--- config.mk ---
export PLATFORM = sky130hd
export DESIGN_NAME = kbd_mem_arbiter
export DESIGN_NICKNAME = d
export VERILOG_FILES = /design/src/rtl/kbd_arb_pkg.sv /design/src/rtl/kbd_mem_arbiter_fifo.sv /design/src/rtl/kbd_mem_arbiter.sv
export SDC_FILE = /design/constraint.sdc
export NUM_CORES = 1
export LEC_CHECK = 0
export BUFFER_PORTS_ARGS = -buffer_cell sky130_fd_sc_hd__buf_4
export CORE_MARGIN = 1
export CORE_UTILIZATION = 46
export CTS_BUF_LIST = sky130_fd_sc_hd__clkbuf_16
export DETAILED_ROUTE_END_ITERATION = 10
export PLACE_DENSITY = 0.82
export SYNTH_ARGS = -nofsm -noshare
export SYNTH_HDL_FRONTEND = slang
export SYNTH_SLANG_ARGS = --single-unit
--- constraint.sdc ---
create_clock -name clk -period 2.3 [get_ports clk]
set_input_delay 0.46 -clock clk [delete_from_list [all_inputs] [get_ports clk]]
set_output_delay 0.46 -clock clk [all_outputs]
set_load 0.05 [all_outputs]
--- src/rtl/kbd_arb_pkg.sv ---
// Shared types and constants for the keyboard/CPU memory-port arbiter.
package kbd_arb_pkg;

  typedef enum logic [1:0] {
    K_IDLE = 2'd0,
    K_DATA = 2'd1,
    K_FLAG = 2'd2
  } kstate_e;

  typedef enum logic [1:0] {
    F_NUM1 = 2'd0,
    F_NUM2 = 2'd1,
    F_OP   = 2'd2
  } field_e;

  localparam logic [7:0] BREAK_PREFIX = 8'hF0;

endpackage

--- src/rtl/kbd_mem_arbiter_fifo.sv ---
// Synchronous FIFO of 8-bit make-codes; a push into a full queue is accepted
// only when a pop happens in the same cycle.
module kbd_fifo #(
  parameter int DEPTH = 4
) (
  input  logic                     clk,
  input  logic                     rst_n,
  input  logic                     push_i,
  input  logic [7:0]               data_i,
  input  logic                     pop_i,
  output logic [7:0]               data_o,
  output logic                     full_o,
  output logic                     empty_o,
  output logic [$clog2(DEPTH):0]   count_o
);

  localparam int AW = $clog2(DEPTH);

  logic [7:0]  mem_q [DEPTH];
  logic [AW:0] wr_ptr_q;
  logic [AW:0] rd_ptr_q;
  logic        do_push_s;
  logic        do_pop_s;

  // Extra pointer bit distinguishes full from empty when the indices match.
  assign count_o   = wr_ptr_q - rd_ptr_q;
  assign empty_o   = (wr_ptr_q == rd_ptr_q);
  assign full_o    = (wr_ptr_q[AW] != rd_ptr_q[AW]) &&
                     (wr_ptr_q[AW-1:0] == rd_ptr_q[AW-1:0]);
  assign do_pop_s  = pop_i && !empty_o;
  assign do_push_s = push_i && (!full_o || do_pop_s);
  assign data_o    = mem_q[rd_ptr_q[AW-1:0]];

  always_ff @(posedge clk or negedge rst_n) begin
    if (!rst_n) begin
      wr_ptr_q <= '0;
      rd_ptr_q <= '0;
      for (int i = 0; i < DEPTH; i++) begin
        mem_q[i] <= 8'h00;
      end
    end else begin
      if (do_push_s) begin
        mem_q[wr_ptr_q[AW-1:0]] <= data_i;
        wr_ptr_q                <= wr_ptr_q + (AW+1)'(1);
      end
      if (do_pop_s) begin
        rd_ptr_q <= rd_ptr_q + (AW+1)'(1);
      end
    end
  end

endmodule

--- src/rtl/kbd_mem_arbiter.sv ---
// Shares the data-memory port between the core and the keyboard mailbox
// writer; the core has priority but a deferred keyboard write is forced.
module kbd_mem_arbiter
  import kbd_arb_pkg::*;
#(
  parameter int FIFO_DEPTH = 4,
  parameter int NUM1_ADDR  = 33,
  parameter int NUM2_ADDR  = 34,
  parameter int OP_ADDR    = 35,
  parameter int FLAG1_ADDR = 36,
  parameter int FLAG2_ADDR = 37,
  parameter int MAX_WAIT   = 3
) (
  input  logic        clk,
  input  logic        rst_n,
  input  logic        CpuMemRead,
  input  logic        CpuMemWrite,
  input  logic [31:0] CpuAddress,
  input  logic [31:0] CpuWriteData,
  input  logic        newchar,
  input  logic [15:0] char,
  output logic        MemRead,
  output logic        MemWrite,
  output logic [31:0] Address,
  output logic [31:0] WriteData,
  output logic        CpuStall,
  output logic        KbdOverflow,
  output logic [1:0]  KbdField
);

  localparam int AW = $clog2(FIFO_DEPTH);
  localparam int WW = (MAX_WAIT > 0) ? $clog2(MAX_WAIT + 1) : 1;
  localparam logic [WW-1:0] WAIT_MAX = WW'(MAX_WAIT);
  localparam logic [AW:0]   CNT_ONE  = (AW+1)'(1);

  kstate_e       state_q;
  field_e        field_q;
  logic [WW-1:0] wait_q;
  logic          newchar_q;
  logic          overflow_q;

  logic          push_s;
  logic          pop_s;
  logic          more_s;
  logic [7:0]    code_s;
  logic          fifo_full_s;
  logic          fifo_empty_s;
  logic [AW:0]   fifo_count_s;
  logic          cpu_req_s;
  logic          kbd_pending_s;
  logic          kbd_grant_s;
  logic [31:0]   kbd_addr_s;

  kbd_fifo #(.DEPTH(FIFO_DEPTH)) u_fifo (
    .clk     (clk),
    .rst_n   (rst_n),
    .push_i  (push_s),
    .data_i  (char[7:0]),
    .pop_i   (pop_s),
    .data_o  (code_s),
    .full_o  (fifo_full_s),
    .empty_o (fifo_empty_s),
    .count_o (fifo_count_s)
  );

  assign push_s        = newchar && !newchar_q && (char[15:8] != BREAK_PREFIX);
  assign cpu_req_s     = CpuMemRead || CpuMemWrite;
  assign kbd_pending_s = (state_q == K_DATA) || (state_q == K_FLAG);
  assign kbd_grant_s   = kbd_pending_s && (!cpu_req_s || (wait_q == WAIT_MAX));
  assign pop_s         = kbd_grant_s &&
                         ((state_q == K_FLAG) || (field_q == F_OP));
  // Something is still queued after this cycle's pop if more than one entry
  // is held or a new code arrives now.
  assign more_s        = (fifo_count_s > CNT_ONE) || push_s;
  assign KbdOverflow   = overflow_q;
  assign KbdField      = field_q;

  always_comb begin
    kbd_addr_s = 32'(NUM1_ADDR);
    case (field_q)
      F_NUM2:  kbd_addr_s = (state_q == K_FLAG) ? 32'(FLAG2_ADDR) : 32'(NUM2_ADDR);
      F_OP:    kbd_addr_s = 32'(OP_ADDR);
      default: kbd_addr_s = (state_q == K_FLAG) ? 32'(FLAG1_ADDR) : 32'(NUM1_ADDR);
    endcase
  end

  always_comb begin
    MemRead   = 1'b0;
    MemWrite  = 1'b0;
    Address   = 32'd0;
    WriteData = 32'd0;
    CpuStall  = cpu_req_s && kbd_grant_s;
    if (kbd_grant_s) begin
      MemWrite  = 1'b1;
      Address   = kbd_addr_s;
      WriteData = (state_q == K_DATA) ? {24'd0, code_s} : 32'd1;
    end else if (cpu_req_s) begin
      MemRead   = CpuMemRead;
      MemWrite  = CpuMemWrite && !CpuMemRead;
      Address   = CpuAddress;
      WriteData = CpuWriteData;
    end else begin
      MemRead   = 1'b0;
      MemWrite  = 1'b0;
    end
  end

  always_ff @(posedge clk or negedge rst_n) begin
    if (!rst_n) begin
      state_q    <= K_IDLE;
      field_q    <= F_NUM1;
      wait_q     <= '0;
      newchar_q  <= 1'b0;
      overflow_q <= 1'b0;
    end else begin
      newchar_q <= newchar;
      if (push_s && fifo_full_s && !pop_s) begin
        overflow_q <= 1'b1;
      end
      if (kbd_grant_s) begin
        wait_q <= '0;
      end else if (kbd_pending_s && (wait_q != WAIT_MAX)) begin
        wait_q <= wait_q + WW'(1);
      end
      // An out-of-range field value behaves as NUM1 throughout.
      case (state_q)
        K_IDLE: begin
          if (!fifo_empty_s) begin
            state_q <= K_DATA;
          end
        end
        K_DATA: begin
          if (kbd_grant_s) begin
            if (field_q == F_OP) begin
              field_q <= F_NUM1;
              state_q <= more_s ? K_DATA : K_IDLE;
            end else begin
              state_q <= K_FLAG;
            end
          end
        end
        K_FLAG: begin
          if (kbd_grant_s) begin
            field_q <= (field_q == F_NUM2) ? F_OP : F_NUM2;
            state_q <= more_s ? K_DATA : K_IDLE;
          end
        end
        default: state_q <= K_IDLE;
      endcase
    end
  end

endmodule

### Word level (Yosys, flattened, before mapping)

Cells that the tools add are included.
Widths: inputs -> output; s select.

* add/subtract/negate cells: 4
* multipliers: 0
* div/mod/pow operators: 0
* magnitude comparators: 4
* eq/ne operators: 14
* shifts and indexed selects: 0
* mux-type cells: 31
* bitwise gates (word level): 2
* reductions and logical operators: 30

Operator list (number)
* $mux 32: 4
* $bwmux 32: 1
* $mux 8: 4
* $mux 2: 10
* $bmux 8 s2: 1
* $demux 8 s2: 1
* $logic_and 1x1->1: 13
* $ne 2x2->1 const B: 5
* $ne 8x8->1 const B: 1
* $add 3x1->3 const B: 2
* $eq 2x2->1 const B: 3
* $ge 3x3->1 const B: 2
* $logic_not 1->1: 6
* $logic_or 1x1->1: 6
* $mux 3: 2
* $not 2->3: 2
* $pmux 2 s3: 1
* $pmux 3 s2: 1
* $mux 1: 5
* $eq 2x1->1 const B: 2
* $pmux 2 s2: 1
* $reduce_and 4->1: 1
* $reduce_bool 2->1: 2
* $eq 3x3->1: 1
* other kinds (8): 8

* register bits: 46
* bits in latches: 0
* memory bits (writable): 0
* bits in read-only memories: 0
* bits of input ports: 85
* logic and storage cells: 96
* memories: 0

### Logic depth before layout (Yosys ltp)

Gate-level depths: netlist of run 1.

* word-level depth: 8
* gate-level depth with buffers: 7
* depth with buffers taken out: 6

### Hierarchy

Synthesis of run 1 repeated with hierarchy kept, for this count alone.

* cell total of the unflattened synthesis: 274
* area, all modules: 2952.8 um2

By module, submodules not included
* kbd_fifo: instances 1, cells an instance 124, area each 1843.0 um2, seq. area each 950.9 um2
* kbd_mem_arbiter: instances 1, cells an instance 150, area each 1109.8 um2, seq. area each 200.2 um2

### Least setup slack after synthesis of run 1

OpenSTA, ideal clock, no wires.

* path type: register to output
* start: register state_q[0]
* end: output Address[1]
* arrival time: 2.394 ns
* slack: -0.554 ns
* cell stages (with the launch flop): 7
* cell sequence: dfrtp_1 > inv_1 > ha_1 > buf_4 > nand2_1 > clkbuf_1 > o31ai_1

* cells in the longest elaborated chain, start to end: 4
* elaborated cells between the ends (all ways): 7

RTL lines
* start: declaration: line kbd_mem_arbiter.sv:36 `kstate_e state_q;`
* start signal: assignment: line kbd_mem_arbiter.sv:136 `state_q <= more_s ? K_DATA : K_IDLE;`
* start signal: assignment: line kbd_mem_arbiter.sv:145 `state_q <= more_s ? K_DATA : K_IDLE;`
* $eq 2x2->1 or $eq 2x1->1 (tied branches): line kbd_mem_arbiter.sv:68, kbd_mem_arbiter.sv:81
* $mux 3 or $logic_or 1x1->1 (tied branches): line kbd_mem_arbiter.sv:81, kbd_mem_arbiter.sv:68
* $pmux 3 s2 or $logic_and 1x1->1 (tied branches): line kbd_mem_arbiter.sv:80, kbd_mem_arbiter.sv:69
* $mux 32 *: line kbd_mem_arbiter.sv:93 `if (kbd_grant_s) begin`
* end: declaration: line kbd_mem_arbiter.sv:24 `output logic [31:0] Address,`

Every way passes the cells marked *; elsewhere a longest branch is shown, timed or not.

### Worst setup path in the final report of run 1

* start: register wait_q[0]
* end: output Address[8]

* cells in the longest elaborated chain, start to end: 4

RTL lines
* start: declaration: line kbd_mem_arbiter.sv:38 `logic [WW-1:0] wait_q;`
* start signal: assignment: line kbd_mem_arbiter.sv:123 `wait_q <= wait_q + WW'(1);`
* $eq 2x2->1: line kbd_mem_arbiter.sv:69 `assign kbd_grant_s = kbd_pending_s && (!cpu_req_s || (wait_q == WAIT_MAX));`
* $logic_or 1x1->1: line kbd_mem_arbiter.sv:69
* $logic_and 1x1->1: line kbd_mem_arbiter.sv:69
* $mux 32: line kbd_mem_arbiter.sv:93

No other way between the ends.

==> flow_metrics.env, run 1 <==
export IMPL_start_kind="register"
export IMPL_grt_start_max_net_pins=47
export IMPL_path_max_fanout=28
export IMPL_drive_above_1_share=0.584
export IMPL_synth_simple_area_share=0.188
export IMPL_overflow=0
export IMPL_muxShareOfSynthArea=0.198
export IMPL_n_fill_cell=387
export IMPL_worst_r2r_endpoint="u_fifo.mem_q[16]"
export IMPL_max_freq_mhz=432
export IMPL_arrival_ps=1850
export IMPL_critPathSlowestCell="dfrtp_1"
export IMPL_drtIter0Drc=145
export IMPL_ant_nets=0
export IMPL_layout_nets=527
export IMPL_critical_path_buf_inv_count=2
export IMPL_critical_path_class="reg -> out"
export IMPL_grt_busiest_layer="met2"
export IMPL_dieArea_um2=6700
export IMPL_drt_total_wl_mm=9.29
export IMPL_cts_root_buf="clkbuf_16"
export IMPL_antenna_found_initial=0
export IMPL_grt_pass1_wl_mm=13.2
export IMPL_num_antenna_cells=0
export IMPL_die_w_um=81.8
export IMPL_synth_compound_area_frac=0.0883
export IMPL_setup_ws_ps=-13.6
export IMPL_gp_congestion=0.840
export IMPL_synthCells=263
export IMPL_cp_required_ps=1840
export IMPL_grt_util_met1=0.300
export IMPL_drv_cap=0
export IMPL_syn_area_per_cell_um2=11.2
export IMPL_grt_total_usage=0.269
export IMPL_status="finished, violations left"
export IMPL_die_h_um=81.8
export IMPL_yosysSeqAreaShare=0.392
export IMPL_rows=28
export IMPL_globalRouteMet2Util=0.505
export IMPL_io_pins=155
export IMPL_path_clk_slew_ps=60
export IMPL_fin_tns_setup_ps=-29.0
export IMPL_powerDensity_nw_per_um2=1400
export IMPL_hpwl_mm=6.59
export IMPL_final_cell_mix="buf_4 (163), and3_1 (52), dfrtp_1 (46)"
export IMPL_period_minus_slack_ps=2310
export IMPL_reg2reg_slack_ps=120
export IMPL_hp_class="in -> async"
export IMPL_portBuffers=154
export IMPL_synth_seq_cells=46
export IMPL_avgRoutedWirePerCell_um=18.5
export IMPL_start_util=0.487
export IMPL_worstRegToRegCells=7
export IMPL_post_route_util=0.755
export IMPL_yosys_warnings=0
export IMPL_htree_num_levels=2
export IMPL_r2r_start="state_q[1]"
export IMPL_violations="negative setup slack"
export IMPL_drc=0
export IMPL_first_pass_iters=4
export IMPL_final_common_cell="buf_4"
export IMPL_whs_ps=166
export IMPL_synth_async_sr_flop_share=1.00
export IMPL_via_per_inst=5.57
export IMPL_syn_nets=363
export IMPL_ir_drop_mv=0.805
export IMPL_synth_edf_count=0
export IMPL_core_area_um2=6030
export IMPL_cp_end_kind="output pin"
export IMPL_insertion_delay_ps=290
export IMPL_clk_path_buf_depth=2
export IMPL_cpPeakStageDelay_ps=400
export IMPL_p_leak_nw=2.34
export IMPL_pre_cts_slack_ps=63.7
export IMPL_syn_area_um2=2930
export IMPL_synthXorXnorAreaFrac=0.0209
export IMPL_cts_tree="done"
export IMPL_worst_path_dominant_cell_family="flip-flops"
export IMPL_drv_slew=0
export IMPL_worstMarginPinSlew_ps=563
export IMPL_finClkSkew_ps=4.89
export IMPL_yosysUniqueCellTypes=42
export IMPL_vias=2803
export IMPL_slew_headroom=0.625
export IMPL_synth_top_family_by_area="multiplexers"
export IMPL_synthAdderAreaFrac=0.0666
export IMPL_cts_sinks=46
export IMPL_syn2layout_area_growth_pct=55.1
export IMPL_finalCritPeriodShare=1.01
export IMPL_use_met3=0.0467
export IMPL_crit_chain="ha_2 -> o21bai_4 -> nand2_2 -> buf_8 -> and3_1 -> buf_4"
export IMPL_hold_viol_final=0
export IMPL_setup_viol=6
export IMPL_cts_made_buffers=5
export IMPL_synthFlopType="dfrtp_1"
export IMPL_grt_pass1_vias=2689
export IMPL_rsz0062_at_grt="yes"
## sequential cells by signal, indices dropped and copies added (netlist names)
name	cells
wait_q	2
u_fifo.rd_ptr_q	3
state_q	2
newchar_q	1
u_fifo.wr_ptr_q	3
KbdOverflow	1
KbdField	2
u_fifo.mem_q	32
## power by group
| part | switching, mW | total [mW] | internal [mW] |
|---|---|---|---|
| clock network | 0.312 | 0.714 | 0.403 |
| registers | 0.250 | 1.46 | 1.21 |
| logic | 2.40 | 4.18 | 1.78 |
| total | 2.96 | 6.35 | 3.39 |
## layout make-up
type                    instances  area [um^2]  area share
multi-input cells             186         1710       0.377
clock inverters                 3         18.8     0.00413
well taps                      75         93.8      0.0206
repair buffers                176         1400       0.308
flip-flops and latches         46         1150       0.253
clock buffers                   5          125      0.0275
inverters                      12         45.0     0.00990
## Yosys cell counts, types with 2 or more instances
cell type | number | area, um^2
a21oi_1 | 3 | 15.0
a32o_1 | 7 | 70.1
and2_1 | 4 | 25.0
and3_1 | 52 | 325
buf_4 | 2 | 15.0
clkbuf_1 | 15 | 56.3
dfrtp_1 | 46 | 1150
ha_1 | 14 | 175
inv_1 | 12 | 45.0
mux2_1 | 2 | 22.5
mux2_2 | 31 | 349
mux2i_1 | 3 | 30.0
mux4_2 | 8 | 180
nand2_1 | 11 | 41.3
nand3_1 | 5 | 25.0
nand3_4 | 4 | 70.1
nor2_1 | 4 | 15.0
o21ai_0 | 9 | 45.0
o21bai_1 | 2 | 15.0
or2_2 | 2 | 12.5
xnor2_1 | 5 | 43.8
xor2_1 | 2 | 17.5
## kinds of logic after synthesis
| family | after synthesis |
|---|---|
| DFF | 46 |
| AOI/OAI and AO/OA | 33 |
| muxes | 44 |
| adders and majority gates | 15 |
| xor gates and xnor gates | 7 |
| and+or+nand+nor | 87 |
| buffers and inverters | 31 |
## stage by stage
step	power, mW	instances	instance area (um^2)
after global placement	5.13	486	4220
final	6.35	503	4550
after CTS	6.15	498	4470
after detailed placement	5.23	486	4220
after global routing	6.68	503	4550
after floorplan	4.17	263	2960
## metal layers
metal,wire length (um),part of all wire,vias to the layer above
li1,-,-,1292
met3,721,0.078,20
met5,0,0,-
met1,3440,0.37,1356
met2,4930,0.53,135
met4,189,0.020,0
## how the worst max path moves through the flow
stage	from	to	slack, ps	depth (start not counted)
3_3_place_gp	state_q[0]	WriteData[6]	110	7
4_1_cts	state_q[1]	WriteData[4]	7	7
2_1_floorplan	state_q[0]	Address[2]	-100	7
6_report	wait_q[0]	Address[8]	-10	6
3_5_place_dp	state_q[0]	Address[1]	60	7
5_1_grt	state_q[1]	WriteData[6]	-60	7
## repair_timing
item                                    4_1_cts  5_1_grt
endpoints found under the setup margin       67       40
pin swaps                                     0        1
gates cloned                                  0        1
gates resized for setup                      20        7
hold buffers                                  0        0
buffers inserted                              4        4
Power figures use the tool's default switching activity.
==> run 2: changes to the inputs <==
--- a/config.mk
+++ b/config.mk
@@ -7,10 +7,11 @@
 export LEC_CHECK = 0
 export BUFFER_PORTS_ARGS = -buffer_cell sky130_fd_sc_hd__buf_4
 export CORE_MARGIN = 1
-export CORE_UTILIZATION = 46
+export CORE_UTILIZATION = 49
 export CTS_BUF_LIST = sky130_fd_sc_hd__clkbuf_16
 export DETAILED_ROUTE_END_ITERATION = 10
-export PLACE_DENSITY = 0.82
+export GPL_TIMING_DRIVEN = 0
+export PLACE_DENSITY = 0.86
 export SYNTH_ARGS = -nofsm -noshare
 export SYNTH_HDL_FRONTEND = slang
 export SYNTH_SLANG_ARGS = --single-unit
==> constraint.sdc (replaced) <==
create_clock -name clk -period 2.85 [get_ports clk]
set_input_delay 0.285 -clock clk [delete_from_list [all_inputs] [get_ports clk]]
set_output_delay 0.285 -clock clk [all_outputs]
set_load 0.05 [all_outputs]
==> run 2 against run 1 <==
Via count down 2.2%. Hold slack worse by 170 ps. Die area decreased by 6.0%. Critical endpoint is now WriteData[3]. The flow finishes with violations (negative hold slack). First-iteration DRC count down 39%. Critical path type unchanged.
==> flow_metrics.env, run 2 (same netlist as run 1, synthesis figures left out) <==
export IMPL_vias=2741
export IMPL_place_area_um2=4180
export IMPL_start_kind="register"
export IMPL_final_common_cell="buf_4"
export IMPL_drt_total_wl_mm=9.00
export IMPL_total_power_mw=4.75
export IMPL_fin_tns_setup_ps=0
export IMPL_cts_made_buffers=5
export IMPL_die_h_um=79.4
export IMPL_antenna_found_initial=0
export IMPL_setup_viol=0
export IMPL_top_register="u_fifo.mem_q"
export IMPL_comb_power_share=0.637
export IMPL_syn2layout_area_growth_pct=47.2
export IMPL_critical_path_class="reg -> out"
export IMPL_drtIter0Drc=89
export IMPL_drc=0
export IMPL_die_w_um=79.4
export IMPL_layout_nets=524
export IMPL_post_cts_setup_buffer_count=0
export IMPL_finalInstanceArea_um2=4320
export IMPL_insertion_delay_ps=280
export IMPL_gp_congestion=0.815
export IMPL_hp_class="in -> async"
export IMPL_max_freq_mhz=366
export IMPL_largest_reg_flops=32
export IMPL_grt_pass1_wl_mm=13.7
export IMPL_portBuffers=154
export IMPL_drv_slew=0
export IMPL_hold_viol_final=7
export IMPL_violations="negative hold slack"
export IMPL_top_regs="u_fifo.mem_q: 32 flops, u_fifo.rd_ptr_q: 3 flops, u_fifo.wr_ptr_q: 3 flops"
export IMPL_rows=27
export IMPL_grt_busiest_layer="met2"
export IMPL_cp_end_kind="output pin"
export IMPL_status="finished, violations left"
export IMPL_final_cell_mix="buf_4 (156), and3_1 (52), dfrtp_1 (46)"
export IMPL_grt_start_max_net_pins=47
export IMPL_ant_nets=0
export IMPL_cp_required_ps=2570
export IMPL_arrival_ps=2440
export IMPL_path_clk_slew_ps=60
export IMPL_finalCritPeriodShare=0.957
export IMPL_cts_root_buf="clkbuf_16"
export IMPL_drive_above_1_share=0.505
export IMPL_p_leak_nw=2.20
export IMPL_num_antenna_cells=0
export IMPL_avgRoutedWirePerCell_um=18.2
export IMPL_rsz0062_at_grt="no"
export IMPL_whs_ps=-1.55
export IMPL_p_clk_frac=0.114
export IMPL_pwr_share_seq=0.249
export IMPL_powerDensity_nw_per_um2=1100
export IMPL_path_max_fanout=10
export IMPL_drv_cap=0
export IMPL_htree_num_levels=2
export IMPL_clk_path_buf_depth=2
export IMPL_overflow=0
export IMPL_period_minus_slack_ps=2730
export IMPL_io_pins=155
export IMPL_ir_drop_mv=0.636
export IMPL_grt_util_met1=0.291
export IMPL_worstMarginPinSlew_ps=585
export IMPL_first_pass_iters=4
export IMPL_core_area_um2=5640
export IMPL_intPower_mw=2.48
export IMPL_grt_pass1_vias=2769
export IMPL_slew_headroom=0.610
export IMPL_dieArea_um2=6300
export IMPL_cts_sinks=46
export IMPL_cts_tree="done"
export IMPL_cts_hold_buffers=0
export IMPL_p_sw_frac=0.478
export IMPL_via_per_inst=5.53
export IMPL_n_fill_cell=400
export IMPL_start_util=0.520
export IMPL_switchingPower_mw=2.27
export IMPL_finClkSkew_ps=4.16
export IMPL_use_met3=0.0552
export IMPL_hpwl_mm=6.96
export IMPL_globalRouteMet2Util=0.566
export IMPL_grt_total_usage=0.292
-- run 2: cell types whose count changed in the layout (fill, tap and decap cells not counted), moves of 3 or more --
cell      previous run  this run
a32o_1               0         7
a32o_2               7         0
clkbuf_1             0        15
ha_2                 3         0
ha_1                10        14
buf_4              163       156
buf_6                9         1
-- run 2: through the flow --
| step | instances | worst slack [ps] | utilization |
|---|---|---|---|
| detailed placement | 489 | 262 | 0.741 |
| CTS | 496 | 84.2 | 0.765 |
| global route | 496 | 17.6 | 0.765 |
| floorplan | 263 | 171 | - |
| global placement | 489 | 330 | 0.741 |
| finish | 496 | 121 | 0.765 |
-- run 2: path summary, 6_finish.rpt --
check	start	to	slack, ps	cells past startpoint
setup / recovery	state_q[0]	WriteData[3]	120	8
hold / removal	rst_n	u_fifo.mem_q[20]	-2	1
setup reg to reg	u_fifo.rd_ptr_q[1]	u_fifo.rd_ptr_q[2]	330	7
hold reg to reg	wait_q[0]	wait_q[0]	480	1
max in group asynchronous	rst_n	u_fifo.mem_q[10]	2450	1
min in group clk	newchar	newchar_q	120	1
-- run 2: power by group through the flow --
| stage | Sequential (mW) | Clock (mW) | Combinational, mW |
|---|---|---|---|
| 2_1_floorplan | 1.18 | 0 | 2.16 |
| 3_3_place_gp | 1.15 | 0 | 2.92 |
| 3_5_place_dp | 1.19 | 0 | 3.01 |
| 4_1_cts | 1.18 | 0.554 | 3.03 |
| 5_1_grt | 1.22 | 0.578 | 3.21 |
| 6_report | 1.18 | 0.542 | 3.03 |
-- run 2: metal layers --
| layer | wire length [um] | up-vias | share of wire |
|---|---|---|---|
| met4 | 383 | 0 | 0.043 |
| li1 | - | 1277 | - |
| met1 | 3120 | 1320 | 0.35 |
| met2 | 4880 | 120 | 0.54 |
| met3 | 613 | 24 | 0.068 |
| met5 | 0 | - | 0 |
-- run 2: cell type report --
cell class / instances / area, um^2 / share of cell area
clock buffers: 5 / 125 / 0.0290
plain buffers: 19 / 87.6 / 0.0203
inverters: 12 / 45.0 / 0.0104
flip-flops and latches: 46 / 1150 / 0.267
repair buffers: 154 / 1160 / 0.268
clock inverters: 2 / 11.3 / 0.00261
well taps: 72 / 90.1 / 0.0209
multi-input cells: 186 / 1650 / 0.382
-- run 2: repair_timing --
action | in CTS | in global routing
setup endpoints to repair | 7 | 0
gates resized for setup | 1 | 0
endpoints found under the hold margin | 0 | 0
-- run 2: worst max-delay path: stages, from the launching register on --
cell and delay [ps]:
dfrtp_1 400, inv_1 80, ha_1 300, buf_4 170, and2_1 130, clkbuf_1 240
nor2_2 400, a32o_1 210, buf_4 220
